$ cat config.mk
export PLATFORM = sky130hd
export DESIGN_NAME = dmac_bus_flat
export DESIGN_NICKNAME = d
export VERILOG_FILES = /design/src/rtl/dmac_bus_pkg.sv /design/src/rtl/dmac_bus_if.sv /design/src/rtl/dmac_bus_arbiter.sv /design/src/rtl/dmac_bus.sv /design/src/flat_wrapper.sv
export SDC_FILE = /design/constraint.sdc
export NUM_CORES = 1
export LEC_CHECK = 0
export ABC_AREA = 1
export BUFFER_PORTS_ARGS = -buffer_cell sky130_fd_sc_hd__buf_4
export CAP_MARGIN = 20
export CORE_AREA = 2 2 99 101
export CTS_CLUSTER_SIZE = 8
export DETAILED_ROUTE_END_ITERATION = 12
export DIE_AREA = 0 0 101 103
export MAX_ROUTING_LAYER = met4
export PLACE_DENSITY = 0.55
export SLEW_MARGIN = 20
export SYNTH_ARGS = -nofsm -noshare
export SYNTH_HDL_FRONTEND = slang
export SYNTH_SLANG_ARGS = --single-unit
$ cat constraint.sdc
create_clock -name clk -period 1.05 [get_ports clk]
set_input_delay 0.0525 -clock clk [delete_from_list [all_inputs] [get_ports clk]]
set_output_delay 0.0525 -clock clk [all_outputs]
set_load 0.005 [all_outputs]
$ cat src/rtl/dmac_bus_pkg.sv
// Shared types and constants for the DMAC subsystem bus: arbiter state,
// slave address windows and the registered read-select encoding.
package dmac_bus_pkg;

    localparam int ADDR_W = 16;
    localparam int DATA_W = 32;

    typedef enum logic {
        GNT_M0 = 1'b0,
        GNT_M1 = 1'b1
    } arb_state_e;

    // S0 memory: 0x0000-0x07FF, S1 register file: 0xF000-0xF01F
    localparam logic [ADDR_W-1:0] S0_BASE = 16'h0000;
    localparam logic [ADDR_W-1:0] S0_MASK = 16'hF800;
    localparam logic [ADDR_W-1:0] S1_BASE = 16'hF000;
    localparam logic [ADDR_W-1:0] S1_MASK = 16'hFFE0;

    // rsel = {s1_sel, s0_sel} captured one cycle earlier
    localparam logic [1:0] RSEL_NONE = 2'b00;
    localparam logic [1:0] RSEL_S0   = 2'b01;
    localparam logic [1:0] RSEL_S1   = 2'b10;

    function automatic logic addr_hit(input logic [ADDR_W-1:0] addr,
                                      input logic [ADDR_W-1:0] base,
                                      input logic [ADDR_W-1:0] mask);
        return (addr & mask) == base;
    endfunction

endpackage

$ cat src/rtl/dmac_bus_if.sv
// Bus signal bundle between the two masters, the bus fabric and the slaves.
// Handshake: a master raises req and holds addr/wr/dout stable; the access
// takes place in every cycle where req and its grant are both high. Writes
// complete in that cycle; read data appears on m_din the following cycle.
interface dmac_bus_if;
    import dmac_bus_pkg::*;

    logic              m0_req;
    logic              m0_wr;
    logic [ADDR_W-1:0] m0_addr;
    logic [DATA_W-1:0] m0_dout;
    logic              m0_grant;
    logic              m1_req;
    logic              m1_wr;
    logic [ADDR_W-1:0] m1_addr;
    logic [DATA_W-1:0] m1_dout;
    logic              m1_grant;
    logic [DATA_W-1:0] m_din;
    logic              s0_sel;
    logic              s1_sel;
    logic [ADDR_W-1:0] s_addr;
    logic              s_wr;
    logic [DATA_W-1:0] s_din;
    logic [DATA_W-1:0] s0_dout;
    logic [DATA_W-1:0] s1_dout;
    logic              bus_err;

    // Bus fabric view
    modport slave (
        input  m0_req, m0_wr, m0_addr, m0_dout,
        input  m1_req, m1_wr, m1_addr, m1_dout,
        input  s0_dout, s1_dout,
        output m0_grant, m1_grant, m_din,
        output s0_sel, s1_sel, s_addr, s_wr, s_din, bus_err
    );

    // Environment view: masters plus slave devices
    modport master (
        output m0_req, m0_wr, m0_addr, m0_dout,
        output m1_req, m1_wr, m1_addr, m1_dout,
        output s0_dout, s1_dout,
        input  m0_grant, m1_grant, m_din,
        input  s0_sel, s1_sel, s_addr, s_wr, s_din, bus_err
    );

endinterface

$ cat src/rtl/dmac_bus_arbiter.sv
// Two-master req/grant arbiter. M0 is the default owner; M1 takes the bus
// only when M0 is not requesting and keeps it until it drops its request.
module dmac_bus_arbiter
    import dmac_bus_pkg::*;
(
    input  logic       clk,
    input  logic       reset,
    input  logic       m0_req,
    input  logic       m1_req,
    output logic       m0_grant,
    output logic       m1_grant,
    output arb_state_e state
);

    arb_state_e state_next;

    // State register, reset returns ownership to M0
    always_ff @(posedge clk or posedge reset) begin
        if (reset) state <= GNT_M0;
        else       state <= state_next;
    end

    // Next-state and Moore grant outputs
    always_comb begin
        state_next = state;
        m0_grant   = 1'b0;
        m1_grant   = 1'b0;
        case (state)
            GNT_M0: begin
                m0_grant = 1'b1;
                if (!m0_req && m1_req) state_next = GNT_M1;
            end
            GNT_M1: begin
                m1_grant = 1'b1;
                if (!m1_req) state_next = GNT_M0;
            end
            default: state_next = GNT_M0;
        endcase
    end

endmodule

$ cat src/rtl/dmac_bus.sv
// Shared bus top: arbitration, master mux, address decode to the memory and
// the DMAC register file, one-cycle read return and unmapped-access error.
module dmac_bus
    import dmac_bus_pkg::*;
(
    input  logic       clk,
    input  logic       reset,
    dmac_bus_if.slave  bus,
    output arb_state_e arb_state
);

    logic       m0_grant;
    logic       m1_grant;
    logic       acc_valid;
    logic       acc_wr;
    logic       hit_s0;
    logic       hit_s1;
    logic [1:0] rsel;

    dmac_bus_arbiter u_arbiter (
        .clk      (clk),
        .reset    (reset),
        .m0_req   (bus.m0_req),
        .m1_req   (bus.m1_req),
        .m0_grant (m0_grant),
        .m1_grant (m1_grant),
        .state    (arb_state)
    );

    assign bus.m0_grant = m0_grant;
    assign bus.m1_grant = m1_grant;

    // Route the granted master; an access is only live while its req is high
    always_comb begin
        bus.s_addr = bus.m0_addr;
        bus.s_din  = bus.m0_dout;
        acc_wr     = bus.m0_wr;
        acc_valid  = bus.m0_req;
        if (arb_state == GNT_M1) begin
            bus.s_addr = bus.m1_addr;
            bus.s_din  = bus.m1_dout;
            acc_wr     = bus.m1_wr;
            acc_valid  = bus.m1_req;
        end
    end

    // Address decode, gated by a live access
    always_comb begin
        hit_s0     = addr_hit(bus.s_addr, S0_BASE, S0_MASK);
        hit_s1     = addr_hit(bus.s_addr, S1_BASE, S1_MASK);
        bus.s0_sel = acc_valid && hit_s0;
        bus.s1_sel = acc_valid && hit_s1;
        bus.s_wr   = acc_valid && acc_wr;
    end

    // Capture the selected slave for read return and flag unmapped accesses
    always_ff @(posedge clk or posedge reset) begin
        if (reset) begin
            rsel        <= RSEL_NONE;
            bus.bus_err <= 1'b0;
        end else begin
            rsel        <= {bus.s1_sel, bus.s0_sel};
            bus.bus_err <= acc_valid && !hit_s0 && !hit_s1;
        end
    end

    // Read data steering from the slave addressed last cycle
    always_comb begin
        case (rsel)
            RSEL_S0: bus.m_din = bus.s0_dout;
            RSEL_S1: bus.m_din = bus.s1_dout;
            default: bus.m_din = '0;
        endcase
    end

endmodule

$ cat src/flat_wrapper.sv
// flat-port wrapper written by rule: the top's interface ports become plain ports
module dmac_bus_flat import dmac_bus_pkg::*;
  (clk, reset, arb_state, bus_m0_req, bus_m0_wr, bus_m0_addr, bus_m0_dout, bus_m1_req, bus_m1_wr, bus_m1_addr, bus_m1_dout, bus_s0_dout, bus_s1_dout, bus_m0_grant, bus_m1_grant, bus_m_din, bus_s0_sel, bus_s1_sel, bus_s_addr, bus_s_wr, bus_s_din, bus_bus_err);
  dmac_bus_if bus_i ();
  input  logic clk;
  input  logic reset;
  output arb_state_e arb_state;
  input wire logic [$bits(bus_i.m0_req)-1:0] bus_m0_req;
  input wire logic [$bits(bus_i.m0_wr)-1:0] bus_m0_wr;
  input wire logic [$bits(bus_i.m0_addr)-1:0] bus_m0_addr;
  input wire logic [$bits(bus_i.m0_dout)-1:0] bus_m0_dout;
  input wire logic [$bits(bus_i.m1_req)-1:0] bus_m1_req;
  input wire logic [$bits(bus_i.m1_wr)-1:0] bus_m1_wr;
  input wire logic [$bits(bus_i.m1_addr)-1:0] bus_m1_addr;
  input wire logic [$bits(bus_i.m1_dout)-1:0] bus_m1_dout;
  input wire logic [$bits(bus_i.s0_dout)-1:0] bus_s0_dout;
  input wire logic [$bits(bus_i.s1_dout)-1:0] bus_s1_dout;
  output wire logic [$bits(bus_i.m0_grant)-1:0] bus_m0_grant;
  output wire logic [$bits(bus_i.m1_grant)-1:0] bus_m1_grant;
  output wire logic [$bits(bus_i.m_din)-1:0] bus_m_din;
  output wire logic [$bits(bus_i.s0_sel)-1:0] bus_s0_sel;
  output wire logic [$bits(bus_i.s1_sel)-1:0] bus_s1_sel;
  output wire logic [$bits(bus_i.s_addr)-1:0] bus_s_addr;
  output wire logic [$bits(bus_i.s_wr)-1:0] bus_s_wr;
  output wire logic [$bits(bus_i.s_din)-1:0] bus_s_din;
  output wire logic [$bits(bus_i.bus_err)-1:0] bus_bus_err;
  assign bus_i.m0_req = bus_m0_req;
  assign bus_i.m0_wr = bus_m0_wr;
  assign bus_i.m0_addr = bus_m0_addr;
  assign bus_i.m0_dout = bus_m0_dout;
  assign bus_i.m1_req = bus_m1_req;
  assign bus_i.m1_wr = bus_m1_wr;
  assign bus_i.m1_addr = bus_m1_addr;
  assign bus_i.m1_dout = bus_m1_dout;
  assign bus_i.s0_dout = bus_s0_dout;
  assign bus_i.s1_dout = bus_s1_dout;
  assign bus_m0_grant = bus_i.m0_grant;
  assign bus_m1_grant = bus_i.m1_grant;
  assign bus_m_din = bus_i.m_din;
  assign bus_s0_sel = bus_i.s0_sel;
  assign bus_s1_sel = bus_i.s1_sel;
  assign bus_s_addr = bus_i.s_addr;
  assign bus_s_wr = bus_i.s_wr;
  assign bus_s_din = bus_i.s_din;
  assign bus_bus_err = bus_i.bus_err;
  dmac_bus u_core (.clk(clk), .reset(reset), .bus(bus_i), .arb_state(arb_state));
endmodule
==> impl_metrics.py <==
metrics = {
    "run_status": {
        "status": "finished with violations",
        "violations": "negative setup slack",
    },
    "placed_design": {
        "gp_congestion": 0.842,
        "dp_cells": 671,
        "dpl.hpwl_mm": 7.19,
        "portBuffers": 252,
        "place_ws_ns": -0.369,
    },
    "setup_path": {
        "worstReg2RegEnd": "u_core.rsel[1]",
        "worstSetupPathType": "flip-flop to primary output",
        "reg2reg_from": "u_core.u_arbiter.state",
        "worst_setup_path_end_kind": "primary output",
        "slowest_stage": "dfrtp_2",
        "crit_cells": 8,
        "path_cells": "buf_4 > buf_6 > nand2_2 > nand2_2 > nor2_1 > nand2_1 > nor3_2 > buf_4",
        "reg2reg_slack_ns": -0.53,
        "cpPeakStageDelay_ns": 0.48,
        "critical_path.top_delay_family": "flip-flops",
        "critPathLaunchType": "flip-flop",
        "worstPathRequired_ns": 1.00,
        "ff2ff_path_depth": 10,
        "arrival_ns": 1.59,
        "cp_num_buf_inv": 3,
        "worst-path-max-fanout": 6,
    },
    "global_routing": {
        "grt_pass1_wl_mm": 13.5,
        "antenna_found_initial": 0,
        "track_usage_pct": 16.9,
        "gr-total-overflow": 0,
        "first_global_vias": 2864,
        "grt_start_max_net_pins": 35,
    },
    "power_and_ir_drop": {
        "cellPowerDensity_mw_per_mm2": 446,
        "p_sw_share_pct": 33.6,
        "switchingPower_uw": 670,
        "vdd_drop_max_v": 0.000256,
        "leakage_nw": 2.48,
        "clockPowerShare_pct": 17.4,
        "internal_power_mw": 1.32,
        "p_seq_share_pct": 8.7,
        "combPwrFrac_pct": 73.9,
    },
    "clocking": {
        "h-tree-depth": 1,
        "clk_path_buf_depth": 2,
        "clock_latency_ns": 0.22,
        "numCtsBuffers": 3,
        "cts.sinks": 4,
        "root_buffer": "clkbuf_8",
        "tritoncts": "yes",
        "clk_pin_slew_ns": 0.04,
    },
    "finish": {
        "areaGrowthSynthToFinish_pct": 226,
        "fin_cells": 704,
        "n_fill_cell": 908,
        "drive_gt1_share_pct": 67.8,
        "layout.nets": 759,
        "num_antenna_cells": 0,
    },
    "routing": {
        "drtIter0Drc": 32,
        "firstDrtPassIters": 4,
        "vias": 2955,
        "drc": 0,
        "vias_per_cell": 4.20,
        "wl_per_cell_um": 13.5,
        "ant_nets": 0,
        "wl_mm": 9.49,
    },
    "logic_synthesis": {
        "synthTopCellsByArea": "nand2_1 58%, a21oi_1 12%, dfrtp_1 7.3%, inv_1 3.6%, clkbuf_1 2.5%",
        "synth_cell_type_count": 16,
        "synth_top_area_share_pct": 58.3,
        "synth_edf_count": 0,
        "synth_nets": 475,
        "syn_area_per_cell_um2": 4.47,
        "synth_flop_cell": "dfrtp_1",
        "ys_seq_area_share_pct": 7.30,
        "synth_commonest_cells": "213 x nand2_1, 32 x a21oi_1, 13 x inv_1",
        "synth.ff_latch_count": 4,
        "yosysTopAreaCell": "nand2_1",
        "postSynthCellCount": 307,
        "synth_most_common_cell": "nand2_1",
        "async_flop_share_pct": 100,
        "synth_warnings": 0,
        "synth_area_mm2": 0.00137,
    },
    "sta": {
        "hold_violations": 0,
        "rsz0062_at_grt": "yes",
        "setup_viol": 89,
        "period_share_pct": 156,
        "setup_tns_ns": -34.83,
        "relSlewSlack_pct": 85.8,
        "fin_crit_ns": 1.64,
        "drv_slew": 0,
        "worst_slack_ns": -0.593,
        "clock_skew_ns": 0.00607,
        "fmaxAchievable_ghz": 0.609,
        "tightestPinTransition_ns": 0.213,
    },
    "worst_hold_path": {
        "holdCritStartpoint": "bus_m0_req",
        "worstHoldPathCells": 2,
        "min_to": "u_core.u_arbiter.state",
        "hold_path.class": "primary input to flip-flop",
    },
    "floorplan": {
        "fp.dieW_um": 101,
        "initial_core_util_pct": 14.5,
        "design.core.area_mm2": 0.00946,
        "die_y_um": 103,
        "dieArea_mm2": 0.0104,
        "num_rows": 36,
        "io-pin-count": 253,
    },
    "run": {
        "maxCapViolations": 0,
    },
}
## cell families after synthesis
logic type      share of synthesized area (%)
flops                                    7.30
compound gates                           13.7
fa+ha+maj                                1.82
buf+inv                                  13.0
simple gates                             64.2
## final cells by class
| cell class | instances | area, um^2 | share of cell area, % |
|---|---|---|---|
| Multi-Input combinational cell | 268 | 1560 | 34.9 |
| Clock buffer | 4 | 45.0 | 1.01 |
| Tap cell | 114 | 143 | 3.19 |
| Timing Repair Buffer | 300 | 2560 | 57.3 |
| Sequential cell | 4 | 101 | 2.27 |
| Inverter | 14 | 60.1 | 1.34 |
## registers in the layout, indices dropped and copies added, names as in the netlist
register and flops:
u_core.rsel 2, u_core.bus.bus_err 1, u_core.u_arbiter.state 1
## worst register-to-register path: cells and delay by family, from the launching register on
kind	cells	cell delay (ns)
buffers and inverters	5	0.59
AND/OR/NAND/NOR	5	0.46
flip-flops	1	0.48
## worst max path at each step
stage | slack [ns] | startpoint | to
2_1_floorplan | -0.17 | u_core.u_arbiter.state | u_core.rsel[1]
3_3_place_gp | -0.31 | u_core.u_arbiter.state | bus_s1_sel
3_5_place_dp | -0.37 | u_core.u_arbiter.state | bus_s1_sel
4_1_cts | -0.53 | u_core.u_arbiter.state | bus_s_din[23]
5_1_grt | -0.68 | u_core.u_arbiter.state | bus_s1_sel
6_report | -0.59 | u_core.u_arbiter.state | bus_s1_sel
## layout by cell type (no fill, tap or decap), drive strengths merged
cell type,synthesis,final
clkbuf,9,4
nand3,2,2
inv,14,14
a21oi,32,32
nand2,218,218
a21boi,1,1
nor3,1,1
buf,12,298
bufbuf,0,1
ha,2,2
o21ai,4,4
dlygate4sd3,0,1
nor2,8,8
dfrtp,4,4
## routing by layer
metal | part of all wire [%] | wire length [um] | GRT usage [%]
met1 | 35 | 3320 | 16.6
met2 | 54 | 5080 | 33.7
met3 | 9.7 | 916 | 3.32
met4 | 1.7 | 164 | 4.47
met5 | 0 | 0 | -
## metrics by stage
stage / hold WS (ns) / power [mW] / util, % / area (um^2)
after global placement: -0.0445 / 1.42 / 38.4 / 3630
after CTS: 0.0841 / 1.98 / 46.2 / 4370
after floorplan: -0.181 / 0.561 / - / 1580
final: 0.0236 / 1.99 / 47.2 / 4470
after global routing: 0.0250 / 2.15 / 47.2 / 4470
after detailed placement: -0.0503 / 1.43 / 38.4 / 3630
## power by group through the flow
stage               clock, mW  sequential, mW  combinational (mW)
floorplan                   0           0.169               0.391
global placement            0           0.178                1.24
detailed placement          0           0.179                1.25
CTS                     0.351           0.175                1.45
global route            0.373           0.175                1.60
finish                  0.347           0.174                1.47
## repair_timing
item | 4_1_cts | 5_1_grt
cloned | 6 | 0
setup buffers | 22 | 4
resized for setup | 102 | 28
endpoints found under the setup margin | 90 | 90
hold buffers | 1 | 0
hold endpoints to repair | 4 | 0
pin swaps | 47 | 12
Note: power is estimated with default switching activity, not from simulation.
